### config.mk
export PLATFORM = sky130hd
export DESIGN_NAME = bcd_updown_counter
export DESIGN_NICKNAME = d
export VERILOG_FILES = /design/src/rtl/bcd_pkg.sv /design/src/rtl/bcd_digit.sv /design/src/rtl/bcd_updown_counter.sv
export SDC_FILE = /design/constraint.sdc
export NUM_CORES = 1
export LEC_CHECK = 0
export ABC_AREA = 1
export BUFFER_PORTS_ARGS = -buffer_cell sky130_fd_sc_hd__buf_2
export CAP_MARGIN = 20
export CORE_MARGIN = 4
export CORE_UTILIZATION = 50
export CTS_BUF_LIST = sky130_fd_sc_hd__clkbuf_8
export CTS_CLUSTER_SIZE = 14
export DETAILED_ROUTE_END_ITERATION = 12
export GPL_TIMING_DRIVEN = 0
export PLACE_DENSITY_LB_ADDON = 0.12
export SYNTH_ARGS = -nofsm -noshare
export SYNTH_HDL_FRONTEND = slang
export SYNTH_SLANG_ARGS = --single-unit
### constraint.sdc
create_clock -name clk -period 1.36 [get_ports clk]
set_input_delay 0.204 -clock clk [delete_from_list [all_inputs] [get_ports clk]]
set_output_delay 0.204 -clock clk [all_outputs]
set_load 0.01 [all_outputs]
### src/rtl/bcd_pkg.sv
// Shared BCD definitions, also used by the 7-segment decoder blocks.
//   BCD_W       : bits per decimal digit
//   BCD_MAX/MIN : largest / smallest legal digit value
//   bcd_digit_t : one packed BCD digit
//   bcd_valid() : true when a 4-bit code is a legal decimal digit
package bcd_pkg;

  localparam int BCD_W = 4;
  localparam logic [BCD_W-1:0] BCD_MAX = 4'd9;
  localparam logic [BCD_W-1:0] BCD_MIN = 4'd0;

  typedef logic [BCD_W-1:0] bcd_digit_t;

  function automatic logic bcd_valid(input bcd_digit_t d);
    return (d <= BCD_MAX);
  endfunction

endpackage

### src/rtl/bcd_digit.sv
// One decimal digit register of the cascaded BCD counter.
//   clk, rst   : clock, asynchronous active-high reset (q -> 0)
//   clr        : synchronous clear (highest priority)
//   ld, ld_val : synchronous load of an already-validated digit
//   inc, dec   : step up / step down, rolling 9->0 and 0->9
//   q          : registered digit
//   is_max     : q == 9 (feeds the carry chain)
//   is_min     : q == 0 (feeds the borrow chain)
module bcd_digit
  import bcd_pkg::*;
(
  input  logic             clk,
  input  logic             rst,
  input  logic             clr,
  input  logic             ld,
  input  logic [BCD_W-1:0] ld_val,
  input  logic             inc,
  input  logic             dec,
  output logic [BCD_W-1:0] q,
  output logic             is_max,
  output logic             is_min
);

  always_ff @(posedge clk or posedge rst) begin
    if (rst) begin
      q <= BCD_MIN;
    end else if (clr) begin
      q <= BCD_MIN;
    end else if (ld) begin
      q <= ld_val;
    end else if (inc) begin
      q <= (q == BCD_MAX) ? BCD_MIN : q + 4'd1;
    end else if (dec) begin
      q <= (q == BCD_MIN) ? BCD_MAX : q - 4'd1;
    end
  end

  assign is_max = (q == BCD_MAX);
  assign is_min = (q == BCD_MIN);

endmodule

### src/rtl/bcd_updown_counter.sv
// Multi-digit BCD up/down counter with clear, checked parallel load,
// wrap-or-saturate limits and a combinational terminal count.
//   DIGITS   : number of decimal digits (1..8)
//   WRAP     : 1 = wrap at the limits, 0 = saturate at the limits
//   clk, rst : clock, asynchronous active-high reset
//   en, up   : count enable, direction (1 = increment)
//   clr      : synchronous clear (beats load and en)
//   load     : synchronous load of load_val (beats en)
//   load_val : load value, digit i at [4i+3:4i]
//   bcd_out  : registered count, same packing as load_val
//   tc       : terminal count, high while a wrap/saturate step is requested
//   load_err : one-cycle pulse after a load with a non-BCD digit
module bcd_updown_counter
  import bcd_pkg::*;
#(
  parameter int DIGITS = 4,
  parameter bit WRAP   = 1'b1
) (
  input  logic                  clk,
  input  logic                  rst,
  input  logic                  en,
  input  logic                  up,
  input  logic                  clr,
  input  logic                  load,
  input  logic [4*DIGITS-1:0]   load_val,
  output logic [4*DIGITS-1:0]   bcd_out,
  output logic                  tc,
  output logic                  load_err
);

  logic [DIGITS-1:0] is_max;
  logic [DIGITS-1:0] is_min;
  logic [DIGITS-1:0] inc_vec;
  logic [DIGITS-1:0] dec_vec;
  logic              all_max;
  logic              all_min;
  logic              load_ok;
  logic              count_req;
  logic              cnt_up;
  logic              cnt_dn;
  logic              ld_go;

  // Load validation: every digit must be 0..9.
  always_comb begin
    load_ok = 1'b1;
    for (int i = 0; i < DIGITS; i++) begin
      load_ok = load_ok & bcd_valid(load_val[BCD_W*i +: BCD_W]);
    end
  end

  assign all_max   = &is_max;
  assign all_min   = &is_min;
  // A rejected load still blocks counting for that cycle.
  assign count_req = en & ~clr & ~load;
  assign tc        = count_req & (up ? all_max : all_min);

  // In saturate mode the step at a limit is simply suppressed.
  assign cnt_up = count_req &  up & ~(all_max & ~WRAP);
  assign cnt_dn = count_req & ~up & ~(all_min & ~WRAP);
  assign ld_go  = load & load_ok & ~clr;

  // Ripple carry/borrow: digit i steps only when all lower digits
  // are at the rollover value for the current direction.
  always_comb begin
    logic run_max;
    logic run_min;
    run_max = 1'b1;
    run_min = 1'b1;
    inc_vec = '0;
    dec_vec = '0;
    for (int i = 0; i < DIGITS; i++) begin
      inc_vec[i] = cnt_up & run_max;
      dec_vec[i] = cnt_dn & run_min;
      run_max    = run_max & is_max[i];
      run_min    = run_min & is_min[i];
    end
  end

  for (genvar g = 0; g < DIGITS; g++) begin : g_digit
    bcd_digit u_digit (
      .clk    (clk),
      .rst    (rst),
      .clr    (clr),
      .ld     (ld_go),
      .ld_val (load_val[BCD_W*g +: BCD_W]),
      .inc    (inc_vec[g]),
      .dec    (dec_vec[g]),
      .q      (bcd_out[BCD_W*g +: BCD_W]),
      .is_max (is_max[g]),
      .is_min (is_min[g])
    );
  end

  always_ff @(posedge clk or posedge rst) begin
    if (rst) begin
      load_err <= 1'b0;
    end else begin
      load_err <= ~clr & load & ~load_ok;
    end
  end

endmodule

==> reports/metrics.yaml <==
timing:
  max_freq_mhz: 546
  setup_viol: 16
  final.setup.tns_ns: -4.10
  tightest_slew_ns: 0.692
  finClkSkew_ns: 0.00435
  slew_viol_final: 0
  fin_ws_ns: -0.471
  min_period_ns: 1.83
  rsz0062_at_grt: "true"
  hold_viol_final: 0
  period_share_pct: 135
  slew_headroom_pct: 53.8
floorplan:
  ios: 40
  die_w_um: 71.5
  rows: 22
  die-area_sq_um: 5120
  initial_core_util_pct: 53.5
  fp.coreArea_sq_um: 3770
  die-height_um: 71.5
finish:
  drive_gt1_share_pct: 41.9
  area_delta_synth_final_pct: 40.5
  n_antenna_cell: 0
  nNetsFinal: 422
  layout.cells.non_filler: 435
route:
  drc: 0
  drt_first_pass_iters: 6
  wl_met2_mm: 2.73
  postRouteAntennaNets: 0
  vias_per_cell: 5.51
  vias: 2396
  wl_met3_um: 479
  drt_wl_total_mm: 6.03
  wl_met1_mm: 2.72
  drtIter0Drc: 307
  routedWlPerCell_um: 13.9
  top_layer_used: "met4"
pwr:
  p_sw_share_pct: 47.0
  seq_power_share_pct: 26.2
  p_leak_nw: 1.56
  power_switching_mw: 1.36
  p_clk_share_pct: 13.4
  ir_drop_mv: 0.640
  intPower_mw: 1.53
  p_per_area_nw_per_um2: 1020
  comb_power_share_pct: 60.4
grt:
  grt_overflow_total: 0
  grt_use_total_pct: 22.7
  antenna_found_initial: 0
  grt_max_degree: 18
  grt_first_pass_wirelength_mm: 9.49
  grt_pass1_vias: 2082
clock_tree:
  numCtsBuffers: 3
  cts_sinks: 17
  path_clk_slew_ns: 0.07
  ctsHoldBuffers: 0
  htreeDepth: 1
  cts_tree: "built"
  clk_latency_ns: 0.26
  cts_root_buffer: "clkbuf_8"
  clockBufferDepth: 2
logic_synthesis:
  syn_inst: 317
  syn_avg_cell_area_sq_um: 6.37
  synth_nets: 351
  ys_types: 31
  yosysTopAreaCellShare_pct: 21.1
  synth_edf_count: 0
  netlist.top_cell.by_area: "dfrtp_1"
  yosysWarningCount: 0
  synth-async-reset-ratio_pct: 100
  syn_area_sq_um: 2020
  synthTopCellsByArea: "dfrtp_1 (21%), nand3_1 (17%), nand2_1 (15%)"
  ys.flop_type: "dfrtp_1"
  yosysSeqAreaShare_pct: 21.1
  ys_seq_elements: 17
critical_path:
  critPathKind: "flip-flop to output pin"
  r2r-start: "g_digit[1].u_digit.q[1]"
  arrival_ns: 1.63
  rrSetupSlack_ns: -0.30
  r2r-end: "g_digit[2].u_digit.q[1]"
  cp_max_fo: 3
  ff2ff_path_depth: 12
  cp.required_ns: 1.16
  startpoint_type: "flip-flop"
  cp-end-kind: "output pin"
job:
  cap_viol_max_count: 0
run_status:
  status: "finished, violations left"
  violations: "negative setup slack"
placement:
  place_inst: 404
  dp_hpwl_mm: 4.19
  gp_congestion: 0.823
  place.port_buffers: 39
hold_path:
  worstHoldPathType: "primary input to asynchronous set/reset pin"
[through the flow]
stage	total power [mW]	util (%)	hold WS (ns)	setup WS, ns	cell area [sq um]
3_5_place_dp	2.17	62.9	0.342	-0.365	2370
6_report	2.89	75.2	0.0431	-0.471	2840
5_1_grt	3.13	75.2	0.0942	-0.554	2840
2_1_floorplan	1.80	-	0.130	-0.102	2120
3_3_place_gp	2.14	62.9	0.321	-0.338	2370
4_1_cts	2.71	69.1	0.0651	-0.436	2610
[what timing repair did]
item / in CTS / in global routing
gates cloned: 1 / 0
pin swaps: 13 / 20
setup buffers: 15 / 11
setup endpoints to repair: 16 / 17
gates resized for setup: 20 / 39
[flip-flops by register name, summed over array words and instances (netlist names)]
signal	cells
g_digit.u_digit.q	16
load_err	1
[how the worst max path moves through the flow]
stage	from	to	slack [ns]
2_1_floorplan	g_digit[1].u_digit.q[0]	g_digit[3].u_digit.q[2]	-0.10
3_3_place_gp	g_digit[2].u_digit.q[0]	tc	-0.34
3_5_place_dp	g_digit[2].u_digit.q[0]	tc	-0.36
4_1_cts	g_digit[1].u_digit.q[0]	tc	-0.44
5_1_grt	g_digit[1].u_digit.q[0]	tc	-0.55
6_report	g_digit[1].u_digit.q[0]	tc	-0.47
[Yosys cell counts (2+ instances only)]
cell type and n:
nand3_4 2, nor2_4 3, o22ai_1 2, nor2_2 4, nand3_2 5, buf_4 3
ha_1 12, nand2_2 3, nor3_1 2, inv_1 44, buf_2 4, nand4_1 9
nand3_1 67, dfrtp_1 17, nor2_1 21, o21ai_0 8, nand2_1 81, xor2_1 4
nand3b_1 8, inv_2 6, a21oi_1 2
[power groups by stage]
stage	Clock (mW)	Combinational, mW	Sequential [mW]
after floorplan	0	1.01	0.794
after global placement	0	1.36	0.780
after detailed placement	0	1.39	0.785
after CTS	0.385	1.57	0.753
after global routing	0.415	1.94	0.777
final	0.387	1.74	0.755
[critical path, cell delays in order, from the launching register on]
cell and delay [ns]:
dfrtp_2 0.45, inv_4 0.09, ha_4 0.14, inv_2 0.04
nor2_4 0.10, nand2_2 0.09, nor2_4 0.12, nand3_2 0.09
o22ai_2 0.10, buf_2 0.15
[per-layer routing]
metal  track usage, %  vias up
li1                 -     1174
met1             32.1     1090
met2             36.2      116
met3             4.21       16
met4             4.18        0
met5                0        -
[layout make-up]
cell class / count / area, sq um
buffer: 9 / 57.6
clock buffer: 3 / 41.3
clock inverter: 1 / 3.75
fill: 280 / 935
inverter: 51 / 206
multi-input combinational: 240 / 1600
sequential: 17 / 437
tap: 48 / 60.1
timing repair buffer: 66 / 432
[cell usage in the layout (no fill, tap or decap), drive strengths merged]
master / n
a21oi: 3
nor2: 29
nand3: 74
o211ai: 1
nand3b: 8
nand4: 10
ha: 12
dfrtp: 17
o31ai: 1
buf: 75
clkbuf: 3
xor2: 4
o22ai: 2
nor3: 2
inv: 52
nand2: 84
o21ai: 10
[cells by family (layout without fill, tap and decap cells)]
group / after synthesis / after routing / synth area share, %
AOI/OAI and AO/OA: 17 / 17 / 5.33
xor gates and xnor gates: 4 / 4 / 1.74
adders and majority gates: 12 / 12 / 7.44
buffers and inverters: 60 / 130 / 12.5
DFF: 17 / 17 / 21.1
and+or+nand+nor: 207 / 207 / 52.0
Power figures use the tool's default switching activity.
